### config.mk
export PLATFORM = sky130hd
export DESIGN_NAME = seg_scan_ctrl_flat
export DESIGN_NICKNAME = d
export VERILOG_FILES = /design/src/rtl/seg_scan_if.sv /design/src/rtl/seg_scan_ctrl.sv /design/src/flat_wrapper.sv
export SDC_FILE = /design/constraint.sdc
export NUM_CORES = 1
export LEC_CHECK = 0
export BUFFER_PORTS_ARGS = -buffer_cell sky130_fd_sc_hd__buf_2
export CAP_MARGIN = 20
export CELL_PAD_IN_SITES_DETAIL_PLACEMENT = 0
export CELL_PAD_IN_SITES_GLOBAL_PLACEMENT = 1
export CORE_MARGIN = 1
export CORE_UTILIZATION = 41
export DETAILED_ROUTE_END_ITERATION = 6
export HOLD_SLACK_MARGIN = 0.08
export PLACE_DENSITY = 0.75
export SYNTH_ARGS = -nofsm -noshare
export SYNTH_HDL_FRONTEND = slang
export SYNTH_SLANG_ARGS = --single-unit
### constraint.sdc
create_clock -name clk -period 2.3 [get_ports clk]
set_input_delay 0.23 -clock clk [delete_from_list [all_inputs] [get_ports clk]]
set_output_delay 0.23 -clock clk [all_outputs]
set_load 0.005 [all_outputs]
### src/rtl/seg_scan_if.sv
// Bundles the scan controller's control inputs and display outputs.
// The master side drives en/load/din. The slave side (the controller) drives the select and segment lines.
interface seg_scan_if;
    logic        en;
    logic        load;
    logic [31:0] din;
    logic        sel_a;
    logic        sel_b;
    logic        sel_c;
    logic [6:0]  seg;
    logic        frame_tick;

    modport master (
        output en, load, din,
        input  sel_a, sel_b, sel_c, seg, frame_tick
    );

    modport slave (
        input  en, load, din,
        output sel_a, sel_b, sel_c, seg, frame_tick
    );
endinterface

### src/rtl/seg_scan_ctrl.sv
// Time-multiplexed 8-digit 7-segment scan controller with a programmable slot length.
// Optional leading-zero blanking is enabled by defining SEG_LEAD_ZERO_BLANK_EN.
module seg_scan_ctrl #(
    parameter int CLK_DIV = 50000,
    parameter int CNT_W   = 20
) (
    input  logic       clk,
    input  logic       rst,
    seg_scan_if.slave  bus
);

    localparam logic [CNT_W-1:0] CNT_LAST = CNT_W'(CLK_DIV - 1);

    logic [CNT_W-1:0] cnt;
    logic [2:0]       idx;
    logic [31:0]      shadow;
    logic [6:0]       seg_q;
    logic             frame_q;
    logic             tick;
    logic [3:0]       nib;
    logic             blank;

    function automatic logic [6:0] font(input logic [3:0] n);
        case (n)
            4'h0: font = 7'h3F;
            4'h1: font = 7'h06;
            4'h2: font = 7'h5B;
            4'h3: font = 7'h4F;
            4'h4: font = 7'h66;
            4'h5: font = 7'h6D;
            4'h6: font = 7'h7D;
            4'h7: font = 7'h07;
            4'h8: font = 7'h7F;
            4'h9: font = 7'h6F;
            4'hA: font = 7'h77;
            4'hB: font = 7'h7C;
            4'hC: font = 7'h39;
            4'hD: font = 7'h5E;
            4'hE: font = 7'h79;
            default: font = 7'h71;
        endcase
    endfunction

    assign tick = bus.en && (cnt == CNT_LAST);
    assign nib  = shadow[{idx, 2'b00} +: 4];

`ifdef SEG_LEAD_ZERO_BLANK_EN
    // Digit k is blank when it and every higher nibble are zero; digit 0 always shows.
    logic [7:0] lz_mask;
    always_comb begin
        lz_mask = 8'h00;
        for (int k = 1; k < 8; k++) begin
            lz_mask[k] = ((shadow >> (4 * k)) == 32'd0);
        end
    end
    assign blank = lz_mask[idx];
`else
    assign blank = 1'b0;
`endif

    always_ff @(posedge clk or posedge rst) begin
        if (rst) begin
            cnt     <= '0;
            idx     <= 3'd0;
            shadow  <= 32'h0;
            seg_q   <= 7'h00;
            frame_q <= 1'b0;
        end else begin
            if (bus.load) begin
                shadow <= bus.din;
            end
            if (bus.en) begin
                cnt <= (cnt == CNT_LAST) ? '0 : cnt + 1'b1;
            end
            if (tick) begin
                idx <= idx + 3'd1;
            end
            frame_q <= tick && (idx == 3'd7);
            // Uses pre-edge idx/shadow, so seg trails an index change or load by one clock.
            seg_q   <= (bus.en && !blank) ? font(nib) : 7'h00;
        end
    end

    assign bus.sel_a      = idx[2];
    assign bus.sel_b      = idx[1];
    assign bus.sel_c      = idx[0];
    assign bus.seg        = seg_q;
    assign bus.frame_tick = frame_q;

endmodule

### src/flat_wrapper.sv
// flat-port wrapper written by rule: the top's interface ports become plain ports
module seg_scan_ctrl_flat 
#(
    parameter int CLK_DIV = 50000,
    parameter int CNT_W   = 20
)
  (clk, rst, bus_en, bus_load, bus_din, bus_sel_a, bus_sel_b, bus_sel_c, bus_seg, bus_frame_tick);
  seg_scan_if bus_i ();
  input  logic clk;
  input  logic rst;
  input wire logic [$bits(bus_i.en)-1:0] bus_en;
  input wire logic [$bits(bus_i.load)-1:0] bus_load;
  input wire logic [$bits(bus_i.din)-1:0] bus_din;
  output wire logic [$bits(bus_i.sel_a)-1:0] bus_sel_a;
  output wire logic [$bits(bus_i.sel_b)-1:0] bus_sel_b;
  output wire logic [$bits(bus_i.sel_c)-1:0] bus_sel_c;
  output wire logic [$bits(bus_i.seg)-1:0] bus_seg;
  output wire logic [$bits(bus_i.frame_tick)-1:0] bus_frame_tick;
  assign bus_i.en = bus_en;
  assign bus_i.load = bus_load;
  assign bus_i.din = bus_din;
  assign bus_sel_a = bus_i.sel_a;
  assign bus_sel_b = bus_i.sel_b;
  assign bus_sel_c = bus_i.sel_c;
  assign bus_seg = bus_i.seg;
  assign bus_frame_tick = bus_i.frame_tick;
  seg_scan_ctrl #(.CLK_DIV(CLK_DIV), .CNT_W(CNT_W)) u_core (.clk(clk), .rst(rst), .bus(bus_i));
endmodule
==> Word level (Yosys, flattened, before mapping) <==
Memory sizes are Yosys's and may differ from the RTL's.
Cells that the tools add are included.
{ "word_totals": {"reg_bits": 63, "latch_bits": 0, "mem_bits_rw": 0, "rom_bits": 112, "inputBits": 36, "output_inout_bits": 11, "mem_count": 1} }
{ "mem_list": {"columns": ["name", "words", "width", "rd", "rd_clocked_by_memory_dff", "write_ports", "line", "rtl"], "rows": [
  ["(name not given)", 16, 7, 1, 0, 0, "seg_scan_ctrl.sv:24", "case (n)"]
]} }
{ "classes": {"n_addsub": 2, "multipliers": 0, "div_mod_pow": 0, "order_cmp": 0, "n_eq_ne": 2, "shifts": 1, "mux": 2, "n_bitwise": 0, "n_reduce_logical": 2} }
{ "ops": {"columns": ["operator", "count"], "rows": [
  ["$shiftx 32x6->4", 1],
  ["$add 20x1->20 const B", 1],
  ["$eq 20x16->1 const B", 1],
  ["$mux 20", 1],
  ["$mux 7", 1],
  ["$add 3x1->3 const B", 1],
  ["$eq 3x3->1 const B", 1],
  ["$logic_and 1x1->1", 2]
]} }

==> Longest topological paths before layout <==
Gate-level depths: netlist of the first run.
{ "logic_depth": {"word_depth": 3, "depth_mapped": 9} }

==> Least setup slack after synthesis of the first run <==
No wires, ideal clock.
{ "synth_timing": {"path_kind": "reg2reg", "start": "register u_core.idx[1]", "end": "register u_core.seg_q[4] (netlist: u_core.bus.seg[4])", "arrival_ns": 2.316, "setup_slack_ns": -0.116, "path_stages_with_launch": 9, "n_path_buf": 1, "synth_period_minus_slack_ns": 2.416, "path_cell_list": "dfrtp_1 > buf_2 > mux4_2 > mux2i_1 > inv_1 > ha_1 > nor2_1 > a211oi_1 > a311oi_1"} }
{ "synth_via": {"elab_chain_cells": 3} }
{ "synth_rtl": {"columns": ["element", "line", "rtl"], "rows": [
  ["start, declared", "seg_scan_ctrl.sv:15", "logic [2:0] idx;"],
  ["start signal, assigned", "seg_scan_ctrl.sv:76", "idx <= idx + 3'd1;"],
  ["$shiftx 32x6->4", "seg_scan_ctrl.sv:45", "assign nib = shadow[{idx, 2'b00} +: 4];"],
  ["$mem_v2 16x7", null, null],
  ["$mux 7", "seg_scan_ctrl.sv:80", "seg_q <= (bus.en && !blank) ? font(nib) : 7'h00;"],
  ["end signal, assigned", "seg_scan_ctrl.sv:80", null],
  ["end, declared", "seg_scan_ctrl.sv:17", "logic [6:0] seg_q;"]
]} }
Every way passes these cells.
A chain may end at the register's enable or synchronous reset.

==> Worst setup path in the final report of the first run <==
Same ends and word-level chain as after synthesis.

==> impl.org, run 1 <==
** Outcome
- The run finished with clean final reports.

** Power
- Total power :: roughly 2.8 mW
- Dividing total power by cell area gives a power density of approximately 760 nW/um^2.
- Worst-case vdd ir drop :: approximately 0.00038 V
- The analysis attributes to cell leakage a power of 1.715 nW.

** Detailed routing
- Number of design rule violations left after detail routing :: 0
- Routed met3 length :: approximately 240 microns
- In this run, the number of DRC markers left after iteration 0 of detailed routing was 74.
- Detailed-route wire length :: approximately 6.0 mm
- In the final routed layout, each cell accounts on average for roughly 15 microns.
- Using the TritonRoute via totals, the vias-per-cell ratio works out to ~5.
- Length of routed met2 wiring :: roughly 2.7 mm
- Once detail routing completed, the nets flagged for antenna violations numbered 0.
- Across all layers, the routed design uses 2053 vias.
- Before antenna repair, the detailed router went through 7 iterations.
- Top routing layer in use :: met4
- For this block, wires on met1 add up to about 3.0 mm.

** Floorplanning
- DIE AREA :: approximately 7900 sq um
- Number of top-level pins :: between 40 and 50
- In this run the horizontal extent of the chip is between 80 and 90 microns.
- The floorplan has 31 rows.
- Once the floorplan was initialized, standard cells occupied 42.55% of the core.
- The die is slightly below 90 microns tall.
- After floorplanning, the core was sized to cover approximately 7300 sq um.

** Synth
- Synthesized area per cell :: around 12 sq um
- The most common cell in the synthesized netlist is sky130_fd_sc_hd__dfrtp_1.
- The number of nets in the synthesized netlist is about 300.
- Ys Warns :: 0
- Total standard cell area after synthesis :: between 3000 and 4000 sq um
- Ys async rst share :: 100.0%
- Number of distinct standard cells referenced by the synthesized netlist :: 43
- Post-synthesis cell count :: 250
- Cell type with the largest total area after synthesis :: sky130_fd_sc_hd__dfrtp_1
- Synth top cells by count :: sky130_fd_sc_hd__dfrtp_1, sky130_fd_sc_hd__mux2_2, sky130_fd_sc_hd__nand2_1, sky130_fd_sc_hd__nor2_1, sky130_fd_sc_hd__mux2i_1
- Biggest area contributors in the synthesized netlist :: sky130_fd_sc_hd__dfrtp_1, sky130_fd_sc_hd__mux2_2, sky130_fd_sc_hd__mux4_2
- Among all flip-flop cells after synthesis, the most frequent one is sky130_fd_sc_hd__dfrtp_1.
- Of the synthesized area, sequential elements account for roughly half.
- Counting flops with a built-in enable in the synthesized netlist gives 0.
- The synthesized design devotes to its leading area cell type 50.81% of total area.
- Counting flops and latches in the post-synthesis netlist gives 63.

** Global routing
- Global routing finished with a remaining overflow of 0.
- Vias in the first global route :: slightly above 2000
- GRT Resource Usage Total :: 17.59%
- Global-route wire length before repair :: slightly above 10 mm
- The number of antenna violations at the first check in global routing was 0.
- Largest net degree at the start of global routing :: 34

** Timing
- Setup slack closes at between 200 and 250 ps.
- The number of hold violations in the final report was 0.
- Period utilization :: between 90% and 100%
- Relative slew slack :: a little over half
- Worst-case hold slack :: roughly 110 ps
- Max Clock Skew :: roughly 11 ps
- Transition time at the pin with the least slew margin :: between 600 and 700 ps
- For this run, the top clock speed supported by timing is about 0.48 GHz.
- Min Tclk post-route :: 2082 ps
- Setup total negative slack on the finished layout was measured at 0 ps.
- The final count of pins violating max slew came to 0.
- Setup repair after global routing left no endpoint under its margin.
- Finish-stage setup viols :: 0

** CTS
- Post-CTS Setup Inserts :: 0
- CTS Root Cell :: sky130_fd_sc_hd__clkbuf_8
- Total number of H-tree levels :: 3
- The longest clock path from root to sink contains 2 buffers.
- After clock tree synthesis, the clock-pin slew on the worst setup and hold paths is 70 ps.
- The clock reaches the later pin of the worst-skew pair after ~340 ps.
- The clock net in this run drives a total of 63 sinks.
- TritonCTS built the clock tree.
- Number of buffers created by CTS :: 9

** Setup path
- For the worst setup path, the data required time is 2550 ps.
- Along the worst path, the maximum fanout reaches 5.
- The worst setup path is of the reg -> reg kind.
- The worst setup path is captured at a flop.
- Critical-path cell list :: mux4_2 -> mux2i_4 -> inv_1 -> ha_1 -> nor2_1 -> a211oi_1 -> a311oi_1
- Among all stages on the critical path, the largest delay is contributed by sky130_fd_sc_hd__mux4_2.
- Worst Setup Start Kind :: flop
- On the worst path, the slowest cell contributes a delay of around 550 ps.
- For the worst setup path, the data arrival time is about 2300 ps.

** Place
- Instance area at placement :: approximately 3500 sq um
- Once detailed placement completed, the half-perimeter wirelength came to 4.319 mm.
- Worst slack at placement :: around 140 ps
- In this run the tool buffered the top-level ports with 46 buffer cells.
- The congestion estimate from routability-driven global placement came to about 0.81.
- # placed instances :: roughly 390

** Run
- The tool flagged a number of max-cap violations equal to 0.

** Finish
- Area of all placed cells without fillers :: between 3000 and 4000 sq um
- Number of fill cells :: between 600 and 700
- Non-filler instance count after layout :: 410
- The final layout contains 351 nets.
- Relative area change from synthesis to final layout :: 20.65%
- Final cell utilization of the core :: approximately half
- The repair_antennas step left the layout with diodes totalling 0.
- Proportion of layout cells with a drive suffix above 1 :: approximately 40%

** Hold path
- HP Class :: in -> reg
==> cell usage in the layout, fill, tap and decap left out, drive strengths merged, types with 3 or more instances in the layout <==
cell	n
dfrtp	63
and3	5
and2	3
a21oi	5
inv	8
mux2	36
nand4	5
buf	57
nor2	13
mux4	6
nor4	3
xnor2	10
ha	9
clkbuf	11
nand2	17
mux2i	13
o21ai	5
nand3	10
xor2	4
==> metal layers <==
metal	vias to the layer above	GRT usage, %
met5	-	0
met2	46	25.31
li1	1013	-
met4	0	7.792
met3	9	4.247
met1	985	25.27
==> report_power, final <==
| part | internal (mW) | switching (mW) |
|---|---|---|
| Combinational | 0.220 | 0.194 |
| Sequential | 1.22 | 0.0854 |
| Clock | 0.667 | 0.453 |
| Total | 2.11 | 0.732 |
==> area by class of cell <==
class	instances	area, sq um	area share, %
clock inverters	5	80.08	2.139
clock buffers	11	151.4	4.044
multi-input cells	165	1441	38.50
well taps	99	123.9	3.309
flip-flops and latches	63	1578	42.15
inverters	9	33.78	0.9024
repair buffers	58	335.3	8.957
==> worst paths after layout <==
check / cells past startpoint / from / end / slack (ps)
worst max-delay path: 7 / u_core.idx[1] / u_core.bus.seg[4] / 220
worst min-delay path: 2 / bus_din[24] / u_core.shadow[24] / 110
worst max register to register: 7 / u_core.idx[1] / u_core.bus.seg[4] / 220
worst min register to register: 1 / u_core.cnt[19] / u_core.cnt[19] / 480
max in group asynchronous: 4 / rst / u_core.cnt[2] / 1170
min in group asynchronous: 3 / rst / u_core.shadow[23] / 530
==> kinds of logic after synthesis <==
family / share of synthesized area (%)
compound gates: 4.839
xor+xnor: 3.951
fa+ha+maj: 3.629
buf+inv: 3.266
flops: 50.81
mux: 22.26
simple gates: 11.25
==> critical path: cells and delay by family, from the launching register on <==
family	cells	cell delay, ps
fa+ha+maj	1	250
compound gates	2	310
flops	1	440
mux	2	720
buf+inv	1	90
simple gates	1	170
==> timing repair <==
action                                  CTS  global route
endpoints found under the hold margin    30             0
endpoints found under the setup margin    0             1
hold buffers                              1             0
gates resized for setup                   0             1
==> registers in the layout, summed over array words and instances, names as in the netlist <==
register	count
u_core.idx	3
u_core.bus.frame_tick	1
u_core.bus.seg	7
u_core.shadow	32
u_core.cnt	20
(Power assumes the default switching activity.)
==> inputs of run 2 (changes only) <==
Settings changed: MAX_ROUTING_LAYER set to met4.
==> impl.org, run 2 (same netlist as run 1, synthesis figures left out) <==
** Power
- In this run, the clock network consumes around two fifths of the power.
- In this run the power spent charging and discharging nets is around 0.73 mW.
- Comb pwr share :: 14.6%
- Pleak :: ~1.7 nW
- Sequential fraction of design power :: between 40% and 50%
- In this run the power density over the cells is roughly 760 nW/um^2.
- Net switching is 25.72% of the power.
- Internal power of the cells :: 2.110 mW
- Total power :: around 2.8 mW
- Across the VDD grid, the largest voltage drop is between 0.0003 and 0.0004 V.

** Detailed routing
- Detailed-route wire length :: about 6 mm
- Number of detailed-route iterations in the first pass :: 5
- Detail-routed net length per standard cell :: ~15 microns
- In the routed design, unresolved DRC markers number 0.
- The routed layout has 2066 vias.
- Once detail routing completed, the nets flagged for antenna violations numbered 0.
- The first routing iteration left 70 violations.
- DR vias/cell :: about 5

** Global routing
- The first global-routing pass estimated around 10 mm of wire.
- For this run the aggregate overflow at the end of global routing stands at 0.
- Entering global routing, the biggest net connects 34 pins.
- GRT Resource Usage Total :: between 10% and 20%
- The number of antenna violations at the first check in global routing was 0.
- Vias in the first global route :: 2042

** Timing
- Setup repair after global routing left no endpoint under its margin.
- Of the available clock period, the critical path in the final layout requires about 90%.
- Worst-case hold slack :: approximately 110 ps
- Setup violations remaining at the end of the flow were counted as 0.
- Measured against its own limit, the worst slew margin works out to ~54%.
- The final count of pins violating max slew came to 0.
- The number of hold violations in the final report was 0.
- Static timing analysis puts the maximum clock frequency at about 0.48 GHz.
- Max Clock Skew :: 11.36 ps
- Min Tclk post-route :: around 2100 ps
- Transition time at the pin with the least slew margin :: ~700 ps
- In the final timing run, aggregate negative setup slack is 0 ps.

** Setup path
- Data required, critical path :: approximately 2500 ps
- Crit-path max cell delay :: around 550 ps
- The slowest stage of the critical path belongs to the cell sky130_fd_sc_hd__mux4_2.
- Data arrival at the endpoint of the critical path :: between 2000 and 2500 ps
- The critical path is of the reg -> reg type.
- Critical-path cell list :: mux4_2 -> mux2i_4 -> inv_1 -> ha_1 -> nor2_1 -> a211oi_1 -> a311oi_1
- Along the worst path, the maximum fanout reaches 5.
- STA classifies the critical path startpoint as a flop.
- Critical path endpoint category :: flop

** CTS
- Clock tree from TritonCTS :: done
- Total number of H-tree levels :: 3
- No sink is reached through more buffers than the 2 on the longest clock path.
- Worst skew pair latency :: roughly 340 ps
- For this design, the sink count on the clock tree is 63.
- Number of buffers created by CTS :: 9
- Clock-pin slew on the worst setup and hold paths :: around 70 ps
- CTS Root Cell :: sky130_fd_sc_hd__clkbuf_8

** Finish
- The number of antenna diodes in the final layout is 0.
- Final Net Count :: 351
- Register area :: 1578 sq um
- Number of fill cells :: approximately 660
- With fillers left out, the area of the finished cells amounts to between 3000 and 4000 sq um.
- Highest-count cells in the layout ignoring fill and taps :: sky130_fd_sc_hd__dfrtp_1, sky130_fd_sc_hd__buf_2, sky130_fd_sc_hd__mux2_2
- The area growth from synthesis to layout is 20.65%.
- Register with the most flip-flops :: u_core.shadow
- Area of combinational cells with multiple inputs :: about 1400 sq um
- Proportion of layout cells with a drive suffix above 1 :: 40.19%
- The register with the most flip-flops in the layout has 32 of them.
- Leaving out fill and tap cells, the most frequent cell in the layout is sky130_fd_sc_hd__dfrtp_1.

** Floorplanning
- The floorplan step set the die width to between 80 and 90 microns.
- Floorplan core area :: approximately 7300 sq um
- Number of top-level pins :: 47
- Row generation in the floorplan step produced 31 rows.
- Floorplan die height :: roughly 90 microns
- The die covers 7920 sq um.
- The initial utilization of the core area, before any placement, comes to 42.55%.

** Outcome
- The flow ran to the end, and the final reports show no timing, DRC or antenna violations.

** Place
- Final Wtd Congestion :: ~0.83
- Detailed placement ended at an HPWL of ~4.3 mm.
- During placement, the flow inserted port buffers numbering 46.
- The placed instances occupy a cell area of 3501 sq um.

** Run
- Max_cap viols :: 0

** Hold path
- HP Class :: in -> reg
## run 2: cell counts in the layout (fill, tap and decap cells not counted)
No cell type changed its count.
## run 2: area by class of cell
class                           count  area share (%)
Inverter                            9          0.9024
Clock inverter                      5           2.139
Sequential cell                    63           42.15
Tap cell                           99           3.309
Clock buffer                       11           4.044
Timing Repair Buffer               58           8.957
Multi-Input combinational cell    165           38.50
## run 2: stage by stage
stage | instances | setup WS (ps) | util, %
after global placement | 393 | 195.5 | 48.01
after global routing | 410 | 77.15 | 51.34
after CTS | 410 | 125.2 | 51.32
final | 410 | 219.6 | 51.34
after floorplan | 250 | 52.62 | -
after detailed placement | 393 | 141.0 | 48.01
## run 2: power by group through the flow
stage,Combinational [mW],Clock (mW),Sequential [mW]
after global placement,0.411,0,1.33
after CTS,0.420,1.14,1.31
final,0.414,1.12,1.31
after detailed placement,0.416,0,1.33
after floorplan,0.295,0,1.31
after global routing,0.465,1.19,1.32
## run 2: final timing paths
| path | from | endpoint | slack, ps | cells past startpoint |
|---|---|---|---|---|
| max | u_core.idx[1] | u_core.bus.seg[4] | 220 | 7 |
| min | bus_din[24] | u_core.shadow[24] | 110 | 2 |
| max reg2reg | u_core.idx[1] | u_core.bus.seg[4] | 220 | 7 |
| min reg2reg | u_core.cnt[19] | u_core.cnt[19] | 480 | 1 |
| max in group asynchronous | rst | u_core.cnt[17] | 1170 | 4 |
| min in group asynchronous | rst | u_core.shadow[23] | 530 | 3 |
## run 2: critical path, delay by kind of cell (launching register included)
kind | cells | cell delay [ps]
multiplexers | 2 | 720
AO/OA/AOI/OAI | 2 | 310
buffers and inverters | 1 | 90
AND/OR/NAND/NOR | 1 | 170
flip-flops | 1 | 440
adder cells (fa/ha/maj) | 1 | 250
## run 2: layer usage
layer | routed length [microns] | GRT usage (%)
met5 | 0 | -
met2 | 2628 | 25.24
met3 | 230 | 3.601
met1 | 3032 | 25.57
met4 | 121 | 7.792
## run 2: timing repair
action,CTS,global route
setup endpoints to repair,0,1
gates resized for setup,0,1
hold buffers,1,0
endpoints found under the hold margin,30,0
buffers inserted,0,0
